===== config.mk =====
export PLATFORM = sky130hd
export DESIGN_NAME = nor_bus_ctrl
export DESIGN_NICKNAME = d
export VERILOG_FILES = /design/src/rtl/nor_bus_ctrl.sv
export SDC_FILE = /design/constraint.sdc
export NUM_CORES = 1
export LEC_CHECK = 0
export BUFFER_PORTS_ARGS = -buffer_cell sky130_fd_sc_hd__buf_2
export CORE_MARGIN = 2
export CORE_UTILIZATION = 43
export CTS_CLUSTER_DIAMETER = 150
export CTS_CLUSTER_SIZE = 28
export DETAILED_ROUTE_END_ITERATION = 6
export PLACE_DENSITY = 0.79
export SKIP_CTS_REPAIR_TIMING = 1
export SLEW_MARGIN = 5
export SYNTH_ARGS = -nofsm -noshare
export SYNTH_HDL_FRONTEND = slang
export SYNTH_SLANG_ARGS = --single-unit

===== constraint.sdc =====
create_clock -name clk_i -period 2.5 [get_ports clk_i]
set_clock_uncertainty 0.15 [all_clocks]
set_input_delay 0.5 -clock clk_i [delete_from_list [all_inputs] [get_ports clk_i]]
set_output_delay 0.5 -clock clk_i [all_outputs]
set_load 0.05 [all_outputs]

===== src/rtl/nor_bus_ctrl.sv =====
// nor_bus_ctrl: Wishbone classic slave to asynchronous parallel NOR flash
// bridge. One 8-bit down-counter times the setup, strobe and hold phases of
// each flash access. All pin and bus outputs are registered.
//
// Optional build macro NOR_BUS_RY_WAIT_EN: when defined, RY/BY# is
// synchronized and a new request is held off while the flash reports busy.
module nor_bus_ctrl #(
  parameter int T_SETUP = 2,
  parameter int T_RD    = 10,
  parameter int T_WR    = 4,
  parameter int T_HOLD  = 2
) (
  input  logic        clk_i,
  input  logic        reset_i,
  input  logic        wb_cyc_i,
  input  logic        wb_stb_i,
  input  logic        wb_we_i,
  input  logic [25:0] wb_adr_i,
  input  logic [15:0] wb_dat_i,
  output logic [15:0] wb_dat_o,
  output logic        wb_ack_o,
  output logic [25:0] nor_addr_o,
  input  logic [15:0] nor_data_i,
  output logic [15:0] nor_data_o,
  output logic        nor_data_oe,
  output logic        nor_ce_o,
  output logic        nor_oe_o,
  output logic        nor_we_o,
  input  logic        nor_ry_i
);

  localparam logic [7:0] LD_SETUP = 8'(T_SETUP - 1);
  localparam logic [7:0] LD_RD    = 8'(T_RD - 1);
  localparam logic [7:0] LD_WR    = 8'(T_WR - 1);
  localparam logic [7:0] LD_HOLD  = 8'(T_HOLD - 1);

  typedef enum logic [2:0] {IDLE, SETUP, ACTIVE, HOLD, DONE} state_t;

  state_t     state;
  logic [7:0] cnt;
  logic       we_l;
  logic       ry_ok;

`ifdef NOR_BUS_RY_WAIT_EN
  logic ry_s1, ry_s2;

  // Two-flop synchronizer for the asynchronous RY/BY# pin; idles as ready.
  always_ff @(posedge clk_i) begin
    if (reset_i) begin
      ry_s1 <= 1'b1;
      ry_s2 <= 1'b1;
    end else begin
      ry_s1 <= nor_ry_i;
      ry_s2 <= ry_s1;
    end
  end

  assign ry_ok = ry_s2;
`else
  logic unused_ry;
  assign unused_ry = nor_ry_i;
  assign ry_ok     = 1'b1;
`endif

  // Access sequencer. The ack register also gates acceptance so the request
  // that is being acknowledged is not taken a second time.
  always_ff @(posedge clk_i) begin
    if (reset_i) begin
      state       <= IDLE;
      cnt         <= 8'd0;
      we_l        <= 1'b0;
      nor_ce_o    <= 1'b1;
      nor_oe_o    <= 1'b1;
      nor_we_o    <= 1'b1;
      nor_data_oe <= 1'b0;
      wb_ack_o    <= 1'b0;
      nor_addr_o  <= 26'd0;
      nor_data_o  <= 16'd0;
      wb_dat_o    <= 16'd0;
    end else begin
      wb_ack_o <= 1'b0;
      case (state)
        IDLE: begin
          if (wb_cyc_i && wb_stb_i && !wb_ack_o && ry_ok) begin
            state       <= SETUP;
            nor_ce_o    <= 1'b0;
            nor_addr_o  <= wb_adr_i;
            nor_data_o  <= wb_dat_i;
            we_l        <= wb_we_i;
            nor_data_oe <= wb_we_i;
            cnt         <= LD_SETUP;
          end
        end
        SETUP: begin
          if (cnt == 8'd0) begin
            state <= ACTIVE;
            if (we_l) begin
              nor_we_o <= 1'b0;
              cnt      <= LD_WR;
            end else begin
              nor_oe_o <= 1'b0;
              cnt      <= LD_RD;
            end
          end else begin
            cnt <= cnt - 8'd1;
          end
        end
        ACTIVE: begin
          if (cnt == 8'd0) begin
            state    <= HOLD;
            nor_oe_o <= 1'b1;
            nor_we_o <= 1'b1;
            if (!we_l) wb_dat_o <= nor_data_i;
            cnt      <= LD_HOLD;
          end else begin
            cnt <= cnt - 8'd1;
          end
        end
        HOLD: begin
          if (cnt == 8'd0) state <= DONE;
          else             cnt   <= cnt - 8'd1;
        end
        DONE: begin
          state       <= IDLE;
          nor_ce_o    <= 1'b1;
          nor_data_oe <= 1'b0;
          wb_ack_o    <= wb_cyc_i;
        end
        default: state <= IDLE;
      endcase
    end
  end

endmodule

### Word-level counts from Yosys, hierarchy flattened

Index checks and enable logic that the tools add are counted.
W data, S select, Z words.

* register bits after elaboration: 75
* bits in latches: 0
* RAM bits: 0
* memory bits (read-only): 0
* bits of input ports: 64
* output and inout bits: 63
* word-level logic and storage cells: 63
* memories: 0

* add/sub/neg operators: 1
* multipliers: 0
* div/mod/pow operators: 0
* $lt $le $gt $ge: 0
* equality and inequality tests: 11
* shifts and indexed selects: 0
* mux-type cells: 22
* bitwise gates (word level): 2
* reduce and logical (&&, ||, !) cells: 16

Operator list (number)
* $mux W8: 4
* $pmux W8 S4: 1
* $ne A2 B2 Y1 const B: 7
* $mux W3: 4
* $pmux W3 S4: 1
* $reduce_and A4 Y1: 3
* $logic_not A8 Y1: 1
* $pmux W1 S2: 4
* $sub A8 B1 Y8 const B: 1
* $mux W1: 7
* $eq A3 B2 Y1 const B: 2
* $reduce_and A3 Y1: 2
* $mux W4: 1
* $reduce_and A2 Y1: 2
* $reduce_bool A2 Y1: 2
* $reduce_bool A4 Y1: 1
* $eq A3 B1 Y1 const B: 1
* $eq A3 B3 Y1 const B: 1
* $logic_not A3 Y1: 1
* $logic_and A1 B1 Y1: 2
* $not A1 Y1: 2
* $reduce_or A2 Y1: 1
* $logic_not A1 Y1: 1

### Longest topological paths before layout

Gate-level depths: netlist of the first run.

* depth after elaboration: 4
* mapped depth: 8
* gate-level depth less buffers: 6

### Worst setup path after synthesis of the first run

OpenSTA, ideal clock, no wires.

* kind: register -> register
* from: register cnt[0]
* to: register wb_dat_o[0]
* library setup time: 128 ps
* arrival time: 2088 ps
* required time: 2222 ps
* setup slack: 134 ps
* cell stages (with the launch flop): 9
* path buffers: 2
* clock period less this slack: 2366 ps
* cells stage by stage: dfxtp_1 -> inv_1 -> ha_1 -> or3b_2 -> clkbuf_1 -> nor4_4 -> buf_6 -> mux2i_1 -> nor2_1

* cells in the longest elaborated chain, start to end: 2

Ends and longest elaborated chain
* from (decl): line 40 `logic [7:0] cnt;`
* from (signal assigned): line 105 `cnt <= cnt - 8'd1;`
* from (signal assigned): line 116 `cnt <= cnt - 8'd1;`
* from (signal assigned): line 121 `else cnt <= cnt - 8'd1;`
* $logic_not A8 Y1: line 109 `if (cnt == 8'd0) begin`
* $reduce_and A3 Y1 (no source line)
* to (signal assigned): line 113 `if (!we_l) wb_dat_o <= nor_data_i;`
* to (decl): line 20 `output logic [15:0] wb_dat_o,`

No other way between the ends.
A chain may end at the register's enable or synchronous reset.

### Final worst setup path of the first run

* from: register cnt[0]
* to: register cnt[4]

* cells in the longest elaborated chain, start to end: 3
* elaborated cells on any way between the ends: 8
* those cells by class: add/sub (1); eq/ne (1); mux (4); reduce/logical (2)

Ends and longest elaborated chain
* $sub A8 B1 Y8 or $logic_not A8 Y1 (tied branches)
* $mux W8, or another cell as far along: line 120 `if (cnt == 8'd0) state <= DONE;`
* $pmux W8 S4 or $reduce_and A3 Y1 (tied branches)

Several ways; a longest one is shown, not always the timed one. The select of a mux whose other input is x is not followed.

==> run metrics, run 1 <==
Antenna diodes=0; CTS tree=done; Setup-failing EPs final=0; global-route wire length before repair=11,600 um; Num Clock Sinks=75; Initial Util=44.0%; hpwl dp=5040 um; DRT Wirelength=7180 um; Avg Inst Size Synth=~8.4 sq um; die outline height=87.1 um; DRC viols=0; Core ar.=6760 sq um; Final Slew Violations=0; crit end category=flip-flop; cells on worst reg2reg path=6; peak supply drop=0.000452 V; Startpoint Class=flip-flop; register-to-register setup slack=0.23 ns; Compound-Gate Fraction of Synth Area=14.5%; Final Hold Fails=0; largest family of logic cells by synthesized area=simple AND/OR/NAND/NOR gates; Worst Path Required=~2.6 ns; reg-to-reg endpoint=cnt[4]; Distinct cells, synth=37; Fin Setup TNS=0 ns; IO Pins=between 100 and 150; post-synthesis mux area share=5.73%; Max Cap Viol=0; worst-case clock buffer depth=2; Hold EP=nor_addr_o[20]; Fillers=658; syn nets=418; total gr overflow=0; number of global-route vias before repair=2,679; register area=approximately 1500 sq um; worst path cell trace=inv_1 > ha_1 > or3b_2 > nor3_2 > o31ai_1 > a211oi_1; Worst-path clk slew=around 0.08 ns; Layout Nets=535; Yosys reg bits=75; vias per inst=5.17; largest net degree at the start of global routing=44; worst slew pin tran=~0.60 ns; hold path cells=3; min-delay src=wb_adr_i[20]; router iterations before antenna repair=4; post-synthesis sequential area ratio=between 50% and 60%; Iter 0 DRT Violations=160; Worst-Skew Late Latency=0.34 ns; P&R area growth vs syn=29.5%; final critical-path share of the clock period=90.8%; total power=4.14 mW; layout cells sized above 1=32.3%; chip width=~87 um; Lkg Pwr=1.70 nW; outcome=complete, no violations; Worst Path Max Fanout=8; Data arrival, critical path=2.37 ns; Synth Area in XOR/XNOR=0.589%; cell area after synthesis=2970 sq um; total CTS buffers=9; Post-Synth Simple-Gate Area=23.2%; PwrDens=1080 nW/um^2; area of the multi-input gates=between 1000 and 1500 sq um; Slowest cell on crit path=or3b_2; Synth Instances=352; CP peak stage delay=0.56 ns; unrepaired setup endpoints after global routing=false; num rows=30; total number of vias=2,865; Tot GR Track Use=19.2%; adder-cell share of the synthesized area=less than 1%; GPL Wtd Cong=0.880; initial antenna violation count=0; wire per inst=13.0 um; Fmax achieved=0.440 GHz; Max transition margin=59.8%; die area=7590 sq um; I/O Buffers=125; min cycle time layout=roughly 2.3 ns; Ys Warns=0; Hold Path Class=in2reg; clock root buffer=clkbuf_8; Critical R2R Launch=cnt[0]; Antenna Violating Nets Remaining=0; CTS H-tree depth=3; WS Path Type=reg2reg
per-stage QoR:
step                setup WS, ns  std cells  hold slack, ns  cell area, sq um  utilization [%]
global route              0.0299        554           0.219              3850             56.9
finish                     0.229        554           0.236              3850             56.9
detailed placement         0.243        538           0.294              3650             54.1
global placement           0.337        538           0.289              3650             54.1
floorplan                  0.134        352           0.313              2970                -
CTS                        0.231        554           0.213              3850             56.9
registers in the layout, summed over array words and instances, names as in the netlist:
name         flops
nor_oe_o         1
nor_data_o      16
wb_ack_o         1
nor_we_o         1
we_l             1
cnt              8
nor_addr_o      26
nor_data_oe      1
wb_dat_o        16
state            3
nor_ce_o         1
power by group:
group / internal (mW) / leakage, nW / switching (mW)
clock: 0.467 / 0.0979 / 0.445
combinational: 0.567 / 0.996 / 1.14
sequential: 1.37 / 0.610 / 0.152
total: 2.41 / 1.70 / 1.73
placed cells by master (no fill, tap or decap), drive strengths merged, types with 3 or more instances in the layout:
master,synthesis,routed
buf,2,132
nand2,92,92
dfxtp,75,75
a21oi,49,49
nor2,22,22
mux2i,17,17
clkbuf,24,11
or3,8,8
inv,7,8
nor3,7,7
a211oi,5,5
o31ai,5,5
or4,5,5
o211ai,4,4
nand3,4,4
clkinv,0,3
critical path: cells and delay by family, from the launching register on:
family	cells	cell delay [ns]
flops	1	0.35
buf+inv	1	0.09
simple gates	2	1.05
fa+ha+maj	1	0.15
compound gates	2	0.40
layer usage:
layer / routed length, um / vias to the layer above / GRT usage, %
met4: 146 / 0 / 6.29
met2: 3580 / 91 / 34.3
met1: 3000 / 1325 / 21.5
met5: 0 / - / 0
li1: - / 1432 / -
met3: 451 / 17 / 6.26
worst max-delay path by stage:
stage            from           to  slack, ns  depth (start not counted)
2_1_floorplan  cnt[0]  wb_dat_o[0]       0.13                          8
5_1_grt        cnt[0]       cnt[4]       0.03                          6
3_3_place_gp   cnt[0]       cnt[4]       0.34                          6
6_report       cnt[0]       cnt[4]       0.23                          6
4_1_cts        cnt[0]       cnt[4]       0.23                          6
3_5_place_dp   cnt[0]       cnt[4]       0.24                          6
cell usage after synthesis (all sizes together):
cell type  instances  area share [%]
a211oi             5             1.3
a21o               2            0.51
a21oi             49             8.3
a221o              1            0.34
a221oi             1            0.29
a311oi             1            0.29
a32o               2            0.67
and4               1            0.29
buf                2            0.76
clkbuf            24             3.0
dfxtp             75              51
ha                 2            0.84
inv                7            0.88
mux2i             17             5.7
nand2             92              12
nand2b             2            0.42
nand3              4            0.67
nand3b             1            0.25
nand4              1            0.21
nand4b             1            0.29
nor2              22             2.8
nor2b              1            0.21
nor3               7             1.3
nor3b              1            0.25
nor4               2            0.93
o211ai             4             1.0
o311ai             1            0.29
o31ai              5             1.3
o41ai              1            0.29
or2                1            0.21
or3                8             1.7
or3b               2            0.59
or4                5             1.4
xnor2              2            0.59
cell families (layout without fill, tap and decap cells):
group,count (synthesis),count (layout)
adders and majority gates,2,2
buffers and inverters,33,155
xor gates and xnor gates,2,2
and+or+nand+nor,151,151
muxes,17,17
DFF,75,75
AOI/OAI and AO/OA,72,72
final cells by class:
cell class                      count  share of cell area (%)
Clock buffer                       11                    3.41
Clock inverter                      5                    1.59
Inverter                            7                   0.683
Multi-Input combinational cell    244                    34.7
Sequential cell                    75                    39.0
Tap cell                           80                    2.60
Timing Repair Buffer              132                    18.0
(Power assumes the default switching activity.)
==> run 2, diff against run 1 <==
Settings changed: ABC_AREA set to 1, GPL_TIMING_DRIVEN set to 0.
==> run metrics, run 2 <==
outcome=complete, no violations (unchanged); I/O Buffers=124 (was 125); Post-Layout Cell Count=624 (was 554); syn nets=454 (was 418); Synth Instances=388 (was 352); Max Cap Viol=0 (unchanged); final core occ=58.5% (was 56.9%); Avg Inst Size Synth=7.83 sq um (was 8.44 sq um); cell area after synthesis=3040 sq um (was 2970 sq um); hold path cells=2 (was 3); met2 wire length=3690 um (was 3580 um); P&R area growth vs syn=31.5% (was 29.5%); post-synthesis sequential area ratio=49.4% (was 50.5%); router iterations before antenna repair=4 (unchanged); Final Slew Violations=0 (unchanged); Compound-Gate Fraction of Synth Area=15.2% (was 14.5%); Distinct cells, synth=32 (was 37); most common cell after layout, fill and taps aside=buf_2 (unchanged); IO Pins=127 (unchanged); Worst Path Required=2.59 ns (was 2.60 ns); Core ar.=6830 sq um (was 6760 sq um); initial antenna violation count=0 (unchanged); DRC viols=0 (unchanged); chip width=88.1 um (was 87.1 um); min cycle time layout=1.68 ns (was 2.27 ns); total gr overflow=0 (unchanged); die area=7760 sq um (was 7590 sq um); register-to-register setup slack=0.82 ns (was 0.23 ns); DRT Wirelength=7400 um (was 7180 um); leading area contributor after synthesis=dfxtp_1 (unchanged); Startpoint Class=flip-flop (unchanged); adder-cell share of the synthesized area=0.823% (was 0.842%); cells on worst reg2reg path=8 (was 6); GPL Wtd Cong=0.855 (was 0.880); Ys Warns=0 (unchanged); Largest Register=nor_addr_o (unchanged); leading registers by flop count=nor_addr_o x26, nor_data_o x16, wb_dat_o x16 (unchanged); Fillers=645 (was 658); Post-synth top cells=97 x nor2_1, 75 x dfxtp_1, 60 x o21ai_0, 36 x nand2_1, 29 x inv_1 (was 92 x nand2_1, 75 x dfxtp_1, 49 x a21oi_1, 24 x clkbuf_1, 22 x nor2_1); global-route wire length before repair=11,600 um (about the same); worst path cell trace=inv_1 > ha_1 > nand2_2 > nor2_8 > nand3_4 > buf_6 > o21ai_0 > a21oi_1 (was inv_1 > ha_1 > or3b_2 > nor3_2 > o31ai_1 > a211oi_1); Post-synth EDFFs=0 (unchanged); vias per inst=4.72 (was 5.17); Fmax achieved=0.594 GHz (was 0.440 GHz); Worst-Skew Late Latency=0.33 ns (was 0.34 ns); Slowest cell on crit path=dfxtp_1 (was or3b_2); worst slew pin tran=0.386 ns (was 0.598 ns); Iter 0 DRT Violations=101 (was 160); placed cell count=608 (was 538); area of the multi-input gates=1280 sq um (was 1340 sq um); dpl cell area=3780 sq um (was 3650 sq um); hpwl dp=5500 um (was 5040 um); Worst Path Buf+Inv=2 (was 1); total CTS buffers=9 (unchanged); total number of vias=2,945 (was 2,865); WHS=0.238 ns (was 0.236 ns); Num Clock Sinks=75 (unchanged); synth top area cells=dfxtp_1 49%, nor2_1 12%, o21ai_0 9.9%, nand2_1 4.4%, a21oi_1 4.1% (was dfxtp_1 51%, nand2_1 12%, a21oi_1 8.3%, mux2i_1 5.7%, clkbuf_1 3.0%); largest family of logic cells by synthesized area=simple AND/OR/NAND/NOR gates (unchanged); Post-synth ARST share=0% (unchanged); metal3 WL=430 um (was 451 um); min-delay src=reset_i (was wb_adr_i[20]); Yosys reg bits=75 (unchanged); post-synthesis mux area share=0% (was 5.73%); wire per inst=11.9 um (was 13.0 um); Hold EP=we_l (was nor_addr_o[20]); Layout Nets=589 (was 535); register area=1500 sq um (unchanged); CP peak stage delay=0.33 ns (was 0.56 ns); final critical-path share of the clock period=67.4% (was 90.8%); Yosys top cell area share=49.4% (was 50.5%); worst-case clock buffer depth=2 (unchanged); unrepaired setup endpoints after global routing=false (unchanged); Top Metal Used=met4 (unchanged); Setup-failing EPs final=0 (unchanged); Worst Path Max Fanout=10 (was 8); largest net degree at the start of global routing=14 (was 44); Tot GR Track Use=19.0% (was 19.2%); Post-Place Worst Slack=0.712 ns (was 0.243 ns); Initial Util=44.5% (was 44.0%); Final Instance Area=4000 sq um (was 3850 sq um); PwrDens=1310 nW/um^2 (was 1080 nW/um^2); Synth Area in XOR/XNOR=0.576% (was 0.589%); ys flop type=dfxtp_1 (unchanged); crit end category=flip-flop (unchanged); Antenna diodes=0 (unchanged); Fin Setup TNS=0 ns (unchanged); Final Hold Fails=0 (unchanged); CP top delay family=simple AND/OR/NAND/NOR gates (unchanged); Worst-path clk slew=0.08 ns (about the same); Antenna Violating Nets Remaining=0 (unchanged); Hold Path Class=in2reg (unchanged); total power=5.25 mW (was 4.14 mW); layout cells sized above 1=32.8% (was 32.3%); Post-Synth Simple-Gate Area=25.4% (was 23.2%); M1 WL=3180 um (was 3000 um); WS Path Type=reg2reg (unchanged); most frequent cell after synthesis=nor2_1 (was nand2_1); Lkg Pwr=1.89 nW (was 1.70 nW); Critical R2R Launch=cnt[0] (unchanged); Data arrival, critical path=1.77 ns (was 2.37 ns); Max transition margin=74.1% (was 59.8%); final worst setup slack=0.815 ns (was 0.229 ns); max reg flops=26 (unchanged); peak supply drop=0.000531 V (was 0.000452 V); clock root buffer=clkbuf_8 (unchanged); num rows=30 (unchanged); most frequent cells in the layout=125 x buf_2, 97 x nor2_1, 75 x dfxtp_1 (was 125 x buf_2, 92 x nand2_1, 75 x dfxtp_1); number of global-route vias before repair=2,728 (was 2,679); CTS H-tree depth=3 (unchanged); reg-to-reg endpoint=wb_dat_o[12] (was cnt[4]); die outline height=88.1 um (was 87.1 um); CTS tree=done (unchanged)
run 2: changes by cell type after synthesis, moves of 8 or more:
cell	delta
or3_1	-8
o21ai_0	+60
inv_1	+22
nor2_1	+75
clkbuf_1	-18
nand2_1	-56
mux2i_1	-17
a21oi_1	-24
nand3_1	+10
run 2: metal layers:
| metal | track usage, % | vias up |
|---|---|---|
| met4 | 8.68 | 0 |
| met3 | 4.15 | 10 |
| met2 | 33.7 | 88 |
| li1 | - | 1508 |
| met5 | 0 | - |
| met1 | 21.7 | 1339 |
run 2: cell families after synthesis:
group,Yosys count
XOR/XNOR,2
buffers and inverters,52
adder cells (fa/ha/maj),2
flip-flops,75
AO/OA/AOI/OAI,90
AND/OR/NAND/NOR,167
run 2: final cells by class:
| class | count | share of cell area [%] |
|---|---|---|
| plain buffers | 18 | 3.22 |
| repair buffers | 124 | 15.5 |
| flip-flops and latches | 75 | 37.6 |
| multi-input cells | 261 | 31.9 |
| clock buffers | 10 | 3.19 |
| clock inverters | 6 | 2.22 |
| inverters | 34 | 3.32 |
| well taps | 96 | 3.01 |
run 2: how the worst max path moves through the flow:
stage | to | slack (ns) | depth (start not counted) | startpoint
global route | wb_dat_o[1] | 0.69 | 8 | cnt[0]
floorplan | nor_addr_o[0] | 0.86 | 7 | wb_ack_o
finish | wb_dat_o[12] | 0.82 | 8 | cnt[0]
global placement | nor_addr_o[7] | 0.75 | 7 | wb_cyc_i
CTS | wb_dat_o[1] | 0.82 | 8 | cnt[0]
detailed placement | nor_addr_o[0] | 0.71 | 7 | wb_cyc_i
run 2: power by group:
part	switching, mW	internal, mW	total (mW)
clock network	0.439	0.564	1.00
logic	1.83	0.746	2.58
registers	0.180	1.48	1.66
total	2.45	2.79	5.25
run 2: worst reg2reg max path: stages (launching register included):
cell and delay (ns):
dfxtp_1 0.33, inv_1 0.12, ha_1 0.17, nand2_2 0.09
nor2_8 0.21, nand3_4 0.12, buf_6 0.16, o21ai_0 0.18
a21oi_1 0.06
